[src/rtl/fifo_pkg.sv]
// ============================================================================
// Module   : fifo_pkg
// Brief    : Shared widths, threshold field positions and reset constants
//            for fifo_umbral.
// Revision : 1.0
// ============================================================================
`default_nettype none

package fifo_pkg;

    localparam int DATA_WIDTH = 6;
    localparam int ADDR_WIDTH = 3;
    localparam int CNT_WIDTH  = ADDR_WIDTH + 1;
    localparam int DEPTH      = 1 << ADDR_WIDTH;

    localparam int UMB_ALTO_MSB = 7;
    localparam int UMB_ALTO_LSB = 4;
    localparam int UMB_BAJO_MSB = 3;
    localparam int UMB_BAJO_LSB = 0;

    localparam logic [3:0] RST_ALTO = 4'h8;
    localparam logic [3:0] RST_BAJO = 4'h0;

    typedef logic [DATA_WIDTH-1:0] data_t;
    typedef logic [ADDR_WIDTH-1:0] ptr_t;
    typedef logic [CNT_WIDTH-1:0]  cnt_t;
    typedef logic [3:0]            umb_t;

    function automatic ptr_t ptr_inc(input ptr_t p);
        return p + ptr_t'(1);
    endfunction

endpackage

`default_nettype wire

[src/rtl/fifo_umbral_if.sv]
// ============================================================================
// Module   : fifo_umbral_if
// Brief    : Data/status bundle between producer, consumer, control FSM and
//            fifo_umbral.
// Revision : 1.0
// ============================================================================
`default_nettype none

interface fifo_umbral_if;
    import fifo_pkg::*;

    logic       active_in;
    logic [7:0] umbrales_I;
    logic       push;
    data_t      data_in;
    logic       pop;
    data_t      data_out;
    logic       valid_out;
    logic       FIFO_empty;
    logic       FIFO_full;
    logic       almost_full;
    logic       almost_empty;
    logic       FIFO_error;

    modport master (
        output active_in, umbrales_I, push, data_in, pop,
        input  data_out, valid_out, FIFO_empty, FIFO_full,
               almost_full, almost_empty, FIFO_error
    );

    modport slave (
        input  active_in, umbrales_I, push, data_in, pop,
        output data_out, valid_out, FIFO_empty, FIFO_full,
               almost_full, almost_empty, FIFO_error
    );

endinterface

`default_nettype wire

[src/rtl/fifo_mem.sv]
// ============================================================================
// Module   : fifo_mem
// Brief    : Register-array storage, synchronous write, registered read.
// Revision : 1.0
// ============================================================================
`default_nettype none

module fifo_mem
    import fifo_pkg::*;
#(
    parameter int DATA_W = DATA_WIDTH,
    parameter int ADDR_W = ADDR_WIDTH
) (
    input  wire logic              clk,
    input  wire logic              rst,
    input  wire logic              i_we,
    input  wire logic [ADDR_W-1:0] i_waddr,
    input  wire logic [DATA_W-1:0] i_wdata,
    input  wire logic              i_re,
    input  wire logic [ADDR_W-1:0] i_raddr,
    output logic      [DATA_W-1:0] o_rdata
);

    logic [DATA_W-1:0] r_mem [0:(1<<ADDR_W)-1];
    logic [DATA_W-1:0] r_rdata;

    always_ff @(posedge clk) begin
        if (i_we) begin
            r_mem[i_waddr] <= i_wdata;
        end
    end

    // Read samples the pre-write contents, so a same-address write+read returns the old word.
    always_ff @(posedge clk) begin
        if (rst) begin
            r_rdata <= '0;
        end else if (i_re) begin
            r_rdata <= r_mem[i_raddr];
        end
    end

    assign o_rdata = r_rdata;

endmodule

`default_nettype wire

[src/rtl/fifo_umbral.sv]
// ============================================================================
// Module   : fifo_umbral
// Brief    : 8-deep FIFO with registered thresholds and sticky error flag.
//            Optional macro FIFO_ERR_CLR_EN adds the err_clr input.
// Revision : 1.0
// ============================================================================
`default_nettype none

module fifo_umbral
    import fifo_pkg::*;
(
    input  wire logic          clk,
    input  wire logic          reset,
    fifo_umbral_if.slave       bus
`ifdef FIFO_ERR_CLR_EN
    ,
    input  wire logic          err_clr
`endif
);

    ptr_t  r_wr_ptr;
    ptr_t  r_rd_ptr;
    cnt_t  r_cnt;
    cnt_t  w_cnt_nxt;
    umb_t  r_alto;
    umb_t  r_bajo;
    umb_t  w_alto_nxt;
    umb_t  w_bajo_nxt;
    logic  r_empty;
    logic  r_full;
    logic  r_afull;
    logic  r_aempty;
    logic  r_err;
    logic  w_err_nxt;
    logic  r_valid;
    logic  w_push_acc;
    logic  w_pop_acc;
    logic  w_ovf;
    logic  w_udf;
    data_t w_rdata;

    assign w_pop_acc  = bus.pop & ~r_empty;
    assign w_push_acc = bus.push & (~r_full | w_pop_acc);
    assign w_ovf      = bus.push & ~w_push_acc;
    assign w_udf      = bus.pop & r_empty;

    always_comb begin
        w_cnt_nxt = r_cnt;
        case ({w_push_acc, w_pop_acc})
            2'b10:   w_cnt_nxt = r_cnt + cnt_t'(1);
            2'b01:   w_cnt_nxt = r_cnt - cnt_t'(1);
            default: w_cnt_nxt = r_cnt;
        endcase
    end

    assign w_alto_nxt = bus.active_in ? r_alto : bus.umbrales_I[UMB_ALTO_MSB:UMB_ALTO_LSB];
    assign w_bajo_nxt = bus.active_in ? r_bajo : bus.umbrales_I[UMB_BAJO_MSB:UMB_BAJO_LSB];

`ifdef FIFO_ERR_CLR_EN
    // A fresh error in the clearing cycle keeps the flag set.
    assign w_err_nxt = w_ovf | w_udf | (r_err & ~err_clr);
`else
    assign w_err_nxt = w_ovf | w_udf | r_err;
`endif

    // Flags are computed from next count and next thresholds so they always agree with both.
    always_ff @(posedge clk) begin
        if (reset) begin
            r_wr_ptr <= '0;
            r_rd_ptr <= '0;
            r_cnt    <= '0;
            r_alto   <= RST_ALTO;
            r_bajo   <= RST_BAJO;
            r_empty  <= 1'b1;
            r_full   <= 1'b0;
            r_afull  <= 1'b0;
            r_aempty <= 1'b1;
            r_err    <= 1'b0;
            r_valid  <= 1'b0;
        end else begin
            if (w_push_acc) begin
                r_wr_ptr <= ptr_inc(r_wr_ptr);
            end
            if (w_pop_acc) begin
                r_rd_ptr <= ptr_inc(r_rd_ptr);
            end
            r_cnt    <= w_cnt_nxt;
            r_alto   <= w_alto_nxt;
            r_bajo   <= w_bajo_nxt;
            r_empty  <= (w_cnt_nxt == '0);
            r_full   <= (w_cnt_nxt == cnt_t'(DEPTH));
            r_afull  <= (w_cnt_nxt >= w_alto_nxt);
            r_aempty <= (w_cnt_nxt <= w_bajo_nxt);
            r_err    <= w_err_nxt;
            r_valid  <= w_pop_acc;
        end
    end

    fifo_mem #(
        .DATA_W (DATA_WIDTH),
        .ADDR_W (ADDR_WIDTH)
    ) u_mem (
        .clk     (clk),
        .rst     (reset),
        .i_we    (w_push_acc),
        .i_waddr (r_wr_ptr),
        .i_wdata (bus.data_in),
        .i_re    (w_pop_acc),
        .i_raddr (r_rd_ptr),
        .o_rdata (w_rdata)
    );

    assign bus.data_out     = w_rdata;
    assign bus.valid_out    = r_valid;
    assign bus.FIFO_empty   = r_empty;
    assign bus.FIFO_full    = r_full;
    assign bus.almost_full  = r_afull;
    assign bus.almost_empty = r_aempty;
    assign bus.FIFO_error   = r_err;

endmodule

`default_nettype wire

[src/flat_wrapper.sv]
// flat-port wrapper written by rule: the top's interface ports become plain ports
module fifo_umbral_flat import fifo_pkg::*;
  (clk, reset, bus_active_in, bus_umbrales_I, bus_push, bus_data_in, bus_pop, bus_data_out, bus_valid_out, bus_FIFO_empty, bus_FIFO_full, bus_almost_full, bus_almost_empty, bus_FIFO_error);
  fifo_umbral_if bus_i ();
  input  wire logic clk;
  input  wire logic reset;
  input wire logic [$bits(bus_i.active_in)-1:0] bus_active_in;
  input wire logic [$bits(bus_i.umbrales_I)-1:0] bus_umbrales_I;
  input wire logic [$bits(bus_i.push)-1:0] bus_push;
  input wire logic [$bits(bus_i.data_in)-1:0] bus_data_in;
  input wire logic [$bits(bus_i.pop)-1:0] bus_pop;
  output wire logic [$bits(bus_i.data_out)-1:0] bus_data_out;
  output wire logic [$bits(bus_i.valid_out)-1:0] bus_valid_out;
  output wire logic [$bits(bus_i.FIFO_empty)-1:0] bus_FIFO_empty;
  output wire logic [$bits(bus_i.FIFO_full)-1:0] bus_FIFO_full;
  output wire logic [$bits(bus_i.almost_full)-1:0] bus_almost_full;
  output wire logic [$bits(bus_i.almost_empty)-1:0] bus_almost_empty;
  output wire logic [$bits(bus_i.FIFO_error)-1:0] bus_FIFO_error;
  assign bus_i.active_in = bus_active_in;
  assign bus_i.umbrales_I = bus_umbrales_I;
  assign bus_i.push = bus_push;
  assign bus_i.data_in = bus_data_in;
  assign bus_i.pop = bus_pop;
  assign bus_data_out = bus_i.data_out;
  assign bus_valid_out = bus_i.valid_out;
  assign bus_FIFO_empty = bus_i.FIFO_empty;
  assign bus_FIFO_full = bus_i.FIFO_full;
  assign bus_almost_full = bus_i.almost_full;
  assign bus_almost_empty = bus_i.almost_empty;
  assign bus_FIFO_error = bus_i.FIFO_error;
  fifo_umbral u_core (.clk(clk), .reset(reset), .bus(bus_i));
endmodule
[config.mk]
export PLATFORM = sky130hd
export DESIGN_NAME = fifo_umbral_flat
export DESIGN_NICKNAME = d
export VERILOG_FILES = /design/src/rtl/fifo_pkg.sv /design/src/rtl/fifo_umbral_if.sv /design/src/rtl/fifo_mem.sv /design/src/rtl/fifo_umbral.sv /design/src/flat_wrapper.sv
export SDC_FILE = /design/constraint.sdc
export NUM_CORES = 1
export LEC_CHECK = 0
export ABC_AREA = 1
export BUFFER_PORTS_ARGS = -buffer_cell sky130_fd_sc_hd__clkbuf_2
export CORE_UTILIZATION = 35
export CTS_CLUSTER_SIZE = 40
export DETAILED_ROUTE_END_ITERATION = 8
export GPL_TIMING_DRIVEN = 1
export PLACE_DENSITY = 0.6
export SLEW_MARGIN = 30
export SYNTH_ARGS = -nofsm -noshare
export SYNTH_HDL_FRONTEND = slang
export SYNTH_SLANG_ARGS = --single-unit
[constraint.sdc]
create_clock -name clk -period 3 [get_ports clk]
set_input_delay 0 -clock clk [delete_from_list [all_inputs] [get_ports clk]]
set_output_delay 0 -clock clk [all_outputs]
set_load 0.02 [all_outputs]
==> key figures, run 1 <==
Power and ir drop
  • Power, Total: about 3200 uW
  • Power Internal: between 2000 and 2500 uW
  • VDD IR max: roughly 0.00025 V
  • Sw Pwr: 1090 uW
  • Combinational power share: a little under a third
  • Sw frac: between 30% and 40%
  • Clk pwr share: a little over a quarter
  • Leak pwr: 0.00162 uW
  • Power per cell area: between 800 and 900 nW/um^2
  • Seq pwr share: between 40% and 50%

STA
  • Fmax: ~0.37 GHz
  • Final TNS setup: 0 ps
  • Slew headroom: 53.5%
  • Final setup vio count: 0
  • Fin crit period: between 2000 and 3000 ps
  • Worst-Margin Slew: 694 ps
  • Max Clock Skew: ~7.6 ps
  • Endpoints failing hold: 0
  • Fin crit share: about nine tenths
  • Slew Viols, Final: 0
  • RSZ-0062 raised after global routing: false

Synthesis
  • Main combinational cell family by area after synthesis: simple AND/OR/NAND/NOR gates
  • #FFs+latches synth: between 70 and 80
  • Synth cell count leaders: 48 x edfxtp_1, 43 x nor2_1, 41 x nand2_1
  • Post-synthesis simple-gate area fraction: 15.5%
  • Number of flops mapped to enable cells by yosys: between 40 and 50
  • Syn nets: about 350
  • Gate count after technology mapping: around 320
  • Sequential share of the synthesized area: just over 60%
  • Xor/xnor cell area share of the yosys netlist: less than 1%
  • Syn Std Cell Area: 3330 um^2
  • Mux cell area share after synthesis: 1.20%
  • Yosys top cell area share: 43.3%
  • Post-synthesis cell type count: 31
  • Count leader, synth: edfxtp_1
  • Synthesized area per cell: about 10 um^2
  • Dominant cell type by area after synthesis: edfxtp_1
  • Yosys warnings: 0
  • Synth async-reset ratio: 0%
  • Synth area leaders: edfxtp_1 43%, dfxtp_1 18%, nor2_1 4.8%
  • Post-synthesis adder-cell area fraction: under 10%
  • Main synth FF type: edfxtp_1
  • Compound-Gate Fraction of Synth Area: 12.5%

Layout
  • Layout cell share with drive strength beyond 1: 18.8%
  • P&R area growth vs syn: 19.8%
  • Nets: around 400
  • Ant diodes: 0

Clocking
  • H-tree depth: 3
  • Root Buffer: clkbuf_8
  • Skew-Pair Late Insertion Delay: 350 ps
  • Clk buf depth: 2
  • Clock transition at the registers of the reported paths: approximately 80 ps
  • Clock sink count: 78
  • CTS tree: done
  • Cts bufs inserted: 9

Min path
  • Critical hold path startpoint: reset
  • Worst hold path class: input pin to flop

Global route
  • Initial antenna violation count: 0
  • Vias in the first global route: about 2300
  • First-pass GRT wire length: around 11000 um
  • Gr usage total: 15.3%
  • Grt ovf: 0
  • Pin count of the biggest net entering global routing: 27

Floorplan
  • FP Rows: 35
  • Die Footprint: about 10000 um^2
  • Die X: ~100 um
  • Starting density of the core: 36.0%
  • Core area: 9240 um^2
  • Die height: between 90 and 100 um
  • # IOs: 31

Place
  • Port bufs: 30
  • DPL Wire Length: between 4000 and 5000 um
  • Gp weighted congestion: 0.776

Drt
  • Remaining DRCs: 0
  • DR vias: about 2400
  • TritonRoute pass-1 iters: 4
  • First-iteration detailed-routing DRC count: roughly 150
  • Final Routed Wirelength: approximately 7000 um
  • Vias per cell: between 4 and 5
  • Antenna Nets Post-Route: 0
  • Drt wl/cell: between 10 and 15 um

Run
  • Max-Cap Viols: 0

Worst setup path
  • Worst R2R Setup Slack: about 330 ps
  • Critical Path RT: between 3000 and 4000 ps
  • Max FO, Critical Path: 7
  • Crit. End Element: flop
  • CP startpoint: u_core.bus.FIFO_empty
  • Launch instance of the worst register-to-register path: u_core.bus.FIFO_empty
  • CP Class: flop to flop
  • Crit path DAT: roughly 3000 ps
  • Worst Setup Start Kind: flop

Outcome
  • Status: finished clean
worst max-delay path: stages (launching register included):
cell and delay [ps]:
dfxtp_1 390, nor2_4 60, inv_2 90, nand2_1 70
nand2_2 120, ha_1 270, nand2_1 90, inv_2 90
nor2_4 40, ha_1 260, inv_1 30, o21ai_1 220
ha_1 280, a21o_1 180, nand3b_1 150, nand2_1 80
nand2_1 50, nand2_1 50, inv_1 40
power by group through the flow:
stage               combinational (uW)  clock (uW)  sequential [uW]
global route                      1130         930             1360
floorplan                          685           0             1400
CTS                                998         885             1340
finish                             989         869             1340
detailed placement                 971           0             1370
global placement                   963           0             1370
registers in the layout, summed over array words and instances, names as in the netlist:
name / count
u_core.bus.FIFO_empty: 1
u_core.bus.FIFO_error: 1
u_core.bus.FIFO_full: 1
u_core.bus.almost_empty: 1
u_core.bus.almost_full: 1
u_core.bus.valid_out: 1
u_core.r_alto: 4
u_core.r_bajo: 4
u_core.r_cnt: 4
u_core.r_rd_ptr: 3
u_core.r_wr_ptr: 3
u_core.u_mem.o_rdata: 6
u_core.u_mem.r_mem: 48
cell families (layout without fill, tap and decap cells):
kind of cell             Yosys count  after routing
multiplexers                       4              4
adder cells (fa/ha/maj)           10             10
flip-flops                        78             78
buffers and inverters             41             96
AO/OA/AOI/OAI                     75             75
XOR/XNOR                           2              2
AND/OR/NAND/NOR                  113            113
through the flow:
stage                     utilization (%)  hold WS [ps]  setup slack (ps)  cells  instance area, um^2
final                                43.2          60.6               329    507                 3990
after global routing                 43.2          75.9              87.0    507                 3990
after CTS                            43.2          58.7               197    507                 3990
after detailed placement             39.1           278               242    475                 3610
after global placement               39.1           263               349    475                 3610
after floorplan                         -          69.1               315    323                 3330
layer usage:
| metal | vias to the layer above | routed length (um) | global-route usage, % |
|---|---|---|---|
| met1 | 1121 | 3260 | 20.6 |
| met5 | - | 0 | 0 |
| met3 | 9 | 376 | 2.95 |
| met4 | 0 | 102 | 6.45 |
| li1 | 1213 | - | - |
| met2 | 54 | 3280 | 24.1 |
cell type report:
| cell class | instances | area, um^2 |
|---|---|---|
| inverters | 31 | 119 |
| repair buffers | 49 | 333 |
| clock inverters | 6 | 93.8 |
| flip-flops and latches | 78 | 2040 |
| multi-input cells | 204 | 1110 |
| well taps | 129 | 161 |
| clock buffers | 10 | 128 |
| fillers | 876 | 5250 |
layout by cell type, fill, tap and decap left out, types with 3 or more instances in the layout:
cell type / instances
inv_2: 5
nand3_2: 5
nand2_2: 7
clkbuf_2: 30
ha_1: 10
nand2_1: 41
buf_4: 3
o21ai_1: 16
clkbuf_8: 9
dlygate4sd3_1: 16
mux2i_1: 4
o21ai_0: 26
nor2_1: 43
o22ai_1: 6
a21oi_1: 17
edfxtp_1: 48
inv_1: 25
dfxtp_1: 30
o221ai_1: 6
nand3_1: 9
what timing repair did:
| item | CTS | global route |
|---|---|---|
| setup buffers | 0 | 0 |
| resized for setup | 0 | 1 |
| endpoints found under the hold margin | 57 | 0 |
| setup endpoints to repair | 0 | 1 |
| hold buffers | 16 | 0 |
final timing paths:
| path | to | cells after the start |
|---|---|---|
| max | u_core.bus.almost_full | 18 |
| min | u_core.r_bajo[0] | 2 |
| max reg2reg | u_core.bus.almost_full | 18 |
| min reg2reg | u_core.r_bajo[0] | 2 |
No activity file was read; power rests on OpenSTA's default activity.
==> inputs of run 2 (changes only) <==
--- a/config.mk
+++ b/config.mk
@@ -7,12 +7,13 @@
 export LEC_CHECK = 0
 export ABC_AREA = 1
 export BUFFER_PORTS_ARGS = -buffer_cell sky130_fd_sc_hd__clkbuf_2
-export CORE_UTILIZATION = 35
+export CORE_UTILIZATION = 53
 export CTS_CLUSTER_SIZE = 40
 export DETAILED_ROUTE_END_ITERATION = 8
 export GPL_TIMING_DRIVEN = 1
-export PLACE_DENSITY = 0.6
+export PLACE_DENSITY = 0.83
 export SLEW_MARGIN = 30
 export SYNTH_ARGS = -nofsm -noshare
 export SYNTH_HDL_FRONTEND = slang
 export SYNTH_SLANG_ARGS = --single-unit
+export TNS_END_PERCENT = 5
==> constraint.sdc (replaced) <==
create_clock -name clk -period 2.33 [get_ports clk]
set_input_delay 0 -clock clk [delete_from_list [all_inputs] [get_ports clk]]
set_output_delay 0 -clock clk [all_outputs]
set_load 0.02 [all_outputs]
==> run 2 against run 1 <==
Effect of this change: the flow now finishes with violations (setup timing); die area down 33%; maximum frequency up 13%; global-route usage up 8.1 points; hold slack worse by 2.9 ps; non-clock buffer count up 16; power up 34%; cell count down 7.5%; clock skew about the same; via count up 6.7%; critical path depth up 2; first-iteration DRC count up 73%; critical path type unchanged; largest cell class unchanged; largest power group unchanged; highest routed layer unchanged.
==> key figures, run 2 (synthesis gave the netlist of run 1 again) <==
Outcome
  • Status: complete, but fails checks
  • Failing checks: setup timing

Layout
  • P&R area growth vs syn: 22.6%
  • Layout cell share with drive strength beyond 1: a little under a quarter
  • Most frequent cells in the layout: 48 x edfxtp_1, 43 x nor2_1, 39 x nand2_1
  • Nets: approximately 420
  • Most common cell after layout, fill and taps aside: edfxtp_1
  • Fill count: between 400 and 500
  • Max reg flops: 48
  • Most flops, register: u_core.u_mem.r_mem
  • Ant diodes: 0

Worst setup path
  • CP Class: flop to flop
  • Worst Setup Start Kind: flop
  • Crit. End Element: flop
  • Max FO, Critical Path: 4
  • Crit path DAT: between 2000 and 3000 ps
  • Critical Path RT: between 2000 and 3000 ps

Global route
  • Initial antenna violation count: 0
  • Vias in the first global route: 2348
  • Gr usage total: between 20% and 30%
  • Grt ovf: 0
  • Pin count of the biggest net entering global routing: 27
  • First-pass GRT wire length: between 10000 and 15000 um

STA
  • RSZ-0062 raised after global routing: true
  • Slew headroom: 58.2%
  • Final Hold Slack: between 50 and 60 ps
  • Worst-Margin Slew: about 620 ps
  • Final setup vio count: 1
  • Max Clock Skew: slightly below 8 ps
  • Fin crit share: 102%
  • Fmax: around 0.42 GHz
  • Fin crit period: about 2400 ps
  • Final TNS setup: -38.1 ps
  • Endpoints failing hold: 0
  • Final worst slack: -38.1 ps
  • Slew Viols, Final: 0

Floorplan
  • Die Footprint: ~6600 um^2
  • Die X: a little over 80 um
  • Die height: between 80 and 90 um
  • # IOs: 31
  • FP Rows: 28
  • Starting density of the core: a little under three fifths
  • Core area: 5990 um^2

Power and ir drop
  • Power per cell area: about 1100 nW/um^2
  • Leak pwr: about 0.0017 uW
  • Sw frac: 34.5%
  • VDD IR max: 0.000609 V
  • Sw Pwr: between 1000 and 1500 uW
  • Combinational power share: between 30% and 40%
  • Seq pwr share: between 40 and 50%
  • Power Internal: between 2000 and 3000 uW
  • Clk pwr share: between 20% and 30%

Drt
  • TritonRoute pass-1 iters: 5
  • First-iteration detailed-routing DRC count: between 200 and 300
  • Drt wl/cell: around 15 um
  • DR vias: roughly 2600
  • Vias per cell: ~5.5
  • Final Routed Wirelength: 7230 um
  • Remaining DRCs: 0
  • Antenna Nets Post-Route: 0

Clocking
  • Skew-Pair Late Insertion Delay: 340 ps
  • Cts bufs inserted: 9
  • Root Buffer: clkbuf_8
  • Clock transition at the registers of the reported paths: roughly 70 ps
  • Clock sink count: 78
  • Clk buf depth: 2
  • CTS tree: done
  • H-tree depth: 3

Place
  • Port bufs: 30
  • DPL Wire Length: 4500 um
  • Pre-CTS WS: -8.74 ps
  • Gp weighted congestion: between 0.8 and 0.9

Min path
  • Worst hold path class: input pin to flop

Run
  • Max-Cap Viols: 0
==> run 2: cell types whose count changed in the layout (fill, tap and decap cells not counted), moves of 2 or more <==
cell / previous run / this run
nand2_1: 41 / 39
o21ai_2: 1 / 3
buf_4: 3 / 18
o21ai_1: 16 / 14
inv_6: 2 / 0
==> run 2: power groups by stage <==
stage          clock network [uW]  logic [uW]  registers (uW)
5_1_grt                      1140        1650            1740
6_report                     1080        1490            1730
4_1_cts                      1080        1430            1720
3_3_place_gp                    0        1300            1740
3_5_place_dp                    0        1340            1750
2_1_floorplan                   0         904            1810
==> run 2: final cells by class <==
type                       count  area [um^2]  share of cell area, %
sequential                    78         2040                   50.0
multi-input combinational    204         1160                   28.3
timing repair buffer          65          457                   11.2
clock buffer                  10          128                   3.12
inverter                      31          119                   2.91
tap                           75         93.8                   2.30
clock inverter                 6         86.3                   2.11
==> run 2: routing by layer <==
layer | up-vias | share of wire, % | track usage [%]
li1 | 1241 | - | -
met1 | 1187 | 43 | 31.4
met2 | 112 | 48 | 36.3
met3 | 18 | 6.0 | 4.38
met4 | 0 | 2.2 | 11.1
met5 | - | 0 | 0
==> run 2: what timing repair did <==
| action | 4_1_cts | 5_1_grt |
|---|---|---|
| gates resized for setup | 1 | 6 |
| setup endpoints to repair | 1 | 2 |
| hold endpoints to repair | 57 | 0 |
| cloned | 0 | 0 |
| hold buffers | 16 | 0 |
| pin swaps | 8 | 6 |
| setup buffers | 4 | 0 |
==> run 2: stage by stage <==
stage               instances  util, %  area, um^2  total power [uW]
detailed placement        433     61.0        3650              3090
global placement          433     61.0        3650              3040
floorplan                 323        -        3350              2710
finish                    469     68.2        4080              4290
CTS                       469     67.8        4060              4230
global route              469     68.2        4080              4540
==> run 2: worst max-delay path, cell delays in order, from the launching register on <==
cell	delay, ps
dfxtp_2	340
nor2_4	120
inv_2	50
nand2_2	70
nand2_4	70
ha_4	180
buf_4	140
inv_1	70
nand2_1	70
nand2_2	90
nand3_2	80
nand3_1	90
nand3_2	100
nand2_1	70
inv_1	40
ha_1	270
and3_1	170
nand3_1	80
nand2_1	60
inv_1	70
nand2_1	40
==> run 2: worst paths after layout <==
path	start	endpoint	slack (ps)	cells after the start
worst max-delay path	u_core.bus.FIFO_empty	u_core.bus.almost_empty	-40	20
worst min-delay path	reset	u_core.r_alto[0]	60	2
worst max register to register	u_core.bus.FIFO_empty	u_core.bus.almost_empty	-40	20
worst min register to register	u_core.r_alto[0]	u_core.r_alto[0]	480	2
==> inputs of run 3 (changes only) <==
--- a/config.mk
+++ b/config.mk
@@ -12,6 +12,7 @@
 export DETAILED_ROUTE_END_ITERATION = 8
 export GPL_TIMING_DRIVEN = 1
 export PLACE_DENSITY = 0.83
+export SETUP_SLACK_MARGIN = 0.05
 export SLEW_MARGIN = 30
 export SYNTH_ARGS = -nofsm -noshare
 export SYNTH_HDL_FRONTEND = slang
==> run 3 against run 2 <==
Effect of this change: the flow still finishes with violations (setup timing); utilization grew 3.1 points; sequential share of layout area down 2.1 points; cell count up 3.4%; die area unchanged; clock skew up 7.7 ps; hold slack got worse by 51 ps; routed wire length is 13% higher; critical path type unchanged; largest cell class unchanged.
==> key figures, run 3 (synthesis gave the netlist of run 1 again) <==
Outcome
  • Status: complete, but fails checks
  • Failing checks: setup timing

Worst setup path
  • CP Class: flop to flop
  • Max FO, Critical Path: 6
  • CP peak stage delay: ~360 ps
  • Crit path buf inv count: 13
  • Worst Setup Start Kind: flop
  • Top cell by count, worst path: buf_4
  • Critical Path RT: roughly 2600 ps
  • Crit. End Element: flop
  • Crit path max-delay family: buffers and inverters
  • Slowest-stage cell, CP: dfxtp_4
  • Critical-path cell list: nor2_4 > inv_2 > buf_4 > buf_4 > buf_4 > buf_4 > buf_4 > buf_4 > buf_4 > buf_4 > buf_4 > buf_4 > buf_4 > buf_4 > o21ai_1 > a21oi_1
  • Crit path DAT: approximately 2600 ps

Floorplan
  • Core area: 5990 um^2
  • Die Footprint: 6610 um^2
  • Die height: about 81 um
  • Starting density of the core: a little under three fifths
  • Die X: 81.3 um
  • FP Rows: 28
  • # IOs: 31

STA
  • Final TNS setup: -177 ps
  • Slew Viols, Final: 0
  • Worst-Margin Slew: about 490 ps
  • Slew headroom: 67.1%
  • RSZ-0062 raised after global routing: true
  • Fin crit period: 2400 ps
  • Max Clock Skew: roughly 15 ps
  • Final worst slack: -74.8 ps
  • Fin crit share: 103%
  • Final setup vio count: 3
  • Endpoints failing hold: 0
  • Fmax: ~0.42 GHz

Clocking
  • CTS tree: done
  • Root Buffer: clkbuf_8
  • Skew-Pair Late Insertion Delay: ~360 ps
  • H-tree depth: 3
  • Cts bufs inserted: 9
  • Clock transition at the registers of the reported paths: about 90 ps
  • Clk buf depth: 2
  • Clock sink count: between 70 and 80

Drt
  • TritonRoute pass-1 iters: 5
  • Remaining DRCs: 0
  • Drt wl/cell: around 17 um
  • Antenna Nets Post-Route: 0
  • DR vias: between 2000 and 3000
  • Final Routed Wirelength: ~8200 um
  • Vias per cell: roughly 5.6
  • First-iteration detailed-routing DRC count: 320

Layout
  • Post-layout util: 71.3%
  • P&R area growth vs syn: 28.2%
  • Most common cell after layout, fill and taps aside: edfxtp_1
  • Most frequent cells in the layout: 48 x edfxtp_1, 43 x nor2_1, 39 x nand2_1
  • Layout cell share with drive strength beyond 1: 27.8%
  • Fill count: roughly 390
  • Most flops, register: u_core.u_mem.r_mem
  • Max reg flops: 48
  • Nets: roughly 430
  • Ant diodes: 0

Power and ir drop
  • VDD IR max: 0.000625 V
  • Power, Total: about 4600 uW
  • Leak pwr: between 0.0015 and 0.002 uW
  • Power per cell area: 1080 nW/um^2

Global route
  • First-pass GRT wire length: about 13000 um
  • Grt ovf: 0
  • Vias in the first global route: about 2600
  • Pin count of the biggest net entering global routing: 27
  • Initial antenna violation count: 0
  • Gr usage total: around 27%

Place
  • DPL Wire Length: 4710 um
  • Port bufs: 30
  • Gp weighted congestion: slightly above 0.8

Min path
  • Worst hold path class: input pin to flop

Run
  • Max-Cap Viols: 0
run 3: cell types whose count changed in the layout (fill, tap and decap cells not counted), moves of 2 or more:
cell / delta
clkinv_4: -2
clkinvlp_4: +2
inv_6: +2
buf_4: +16
o21ai_2: -2
ha_1: -3
o21ai_1: +2
ha_4: +3
run 3: worst reg2reg max path: cells and delay by family (launching register included):
family / cells / cell delay [ps]
AOI/OAI and AO/OA: 2 / 260
buffers and inverters: 13 / 1550
DFF: 1 / 360
and+or+nand+nor: 1 / 100
run 3: report_power, final:
group / leakage (uW) / internal (uW) / total (uW) / switching [uW]
sequential: 0.000684 / 1620 / 1740 / 114
clock: 0.000104 / 611 / 1130 / 522
combinational: 0.00100 / 727 / 1730 / 1010
run 3: what timing repair did:
action,CTS,global route
resized for setup,7,3
endpoints found under the hold margin,57,0
pin swaps,14,6
setup buffers,17,1
hold buffers,16,0
setup endpoints to repair,2,5
run 3: per-stage QoR:
| stage | setup slack [ps] | hold WS [ps] | cell area [um^2] | instances |
|---|---|---|---|---|
| finish | -74.8 | 6.53 | 4270 | 485 |
| floorplan | 13.3 | 69.1 | 3380 | 323 |
| detailed placement | -1.05 | 268 | 3690 | 435 |
| global placement | 79.2 | 261 | 3690 | 435 |
| global route | -201 | 14.2 | 4270 | 485 |
| CTS | -13.3 | 3.53 | 4260 | 484 |
run 3: cell type report:
| cell class | count | area (um^2) | area share [%] |
|---|---|---|---|
| tap | 75 | 93.8 | 2.20 |
| sequential | 78 | 2050 | 47.9 |
| inverter | 31 | 119 | 2.78 |
| multi-input combinational | 204 | 1210 | 28.2 |
| clock inverter | 6 | 92.6 | 2.17 |
| clock buffer | 10 | 128 | 2.99 |
| timing repair buffer | 81 | 586 | 13.7 |
run 3: path summary, 6_finish.rpt:
kind	endpoint	cells after the start	from	slack, ps
worst max-delay path	u_core.r_rd_ptr[0]	16	u_core.bus.FIFO_empty	-70
worst min-delay path	u_core.r_bajo[0]	2	reset	7
worst max register to register	u_core.r_rd_ptr[0]	16	u_core.bus.FIFO_empty	-70
worst min register to register	u_core.r_bajo[0]	2	u_core.r_bajo[0]	480
run 3: per-layer routing:
layer	GRT usage [%]	vias to the layer above	share of wire, %
met5	0	-	0
met4	13.8	0	2.6
met3	7.53	22	7.0
met2	43.2	139	50
met1	33.4	1267	41
li1	-	1276	-
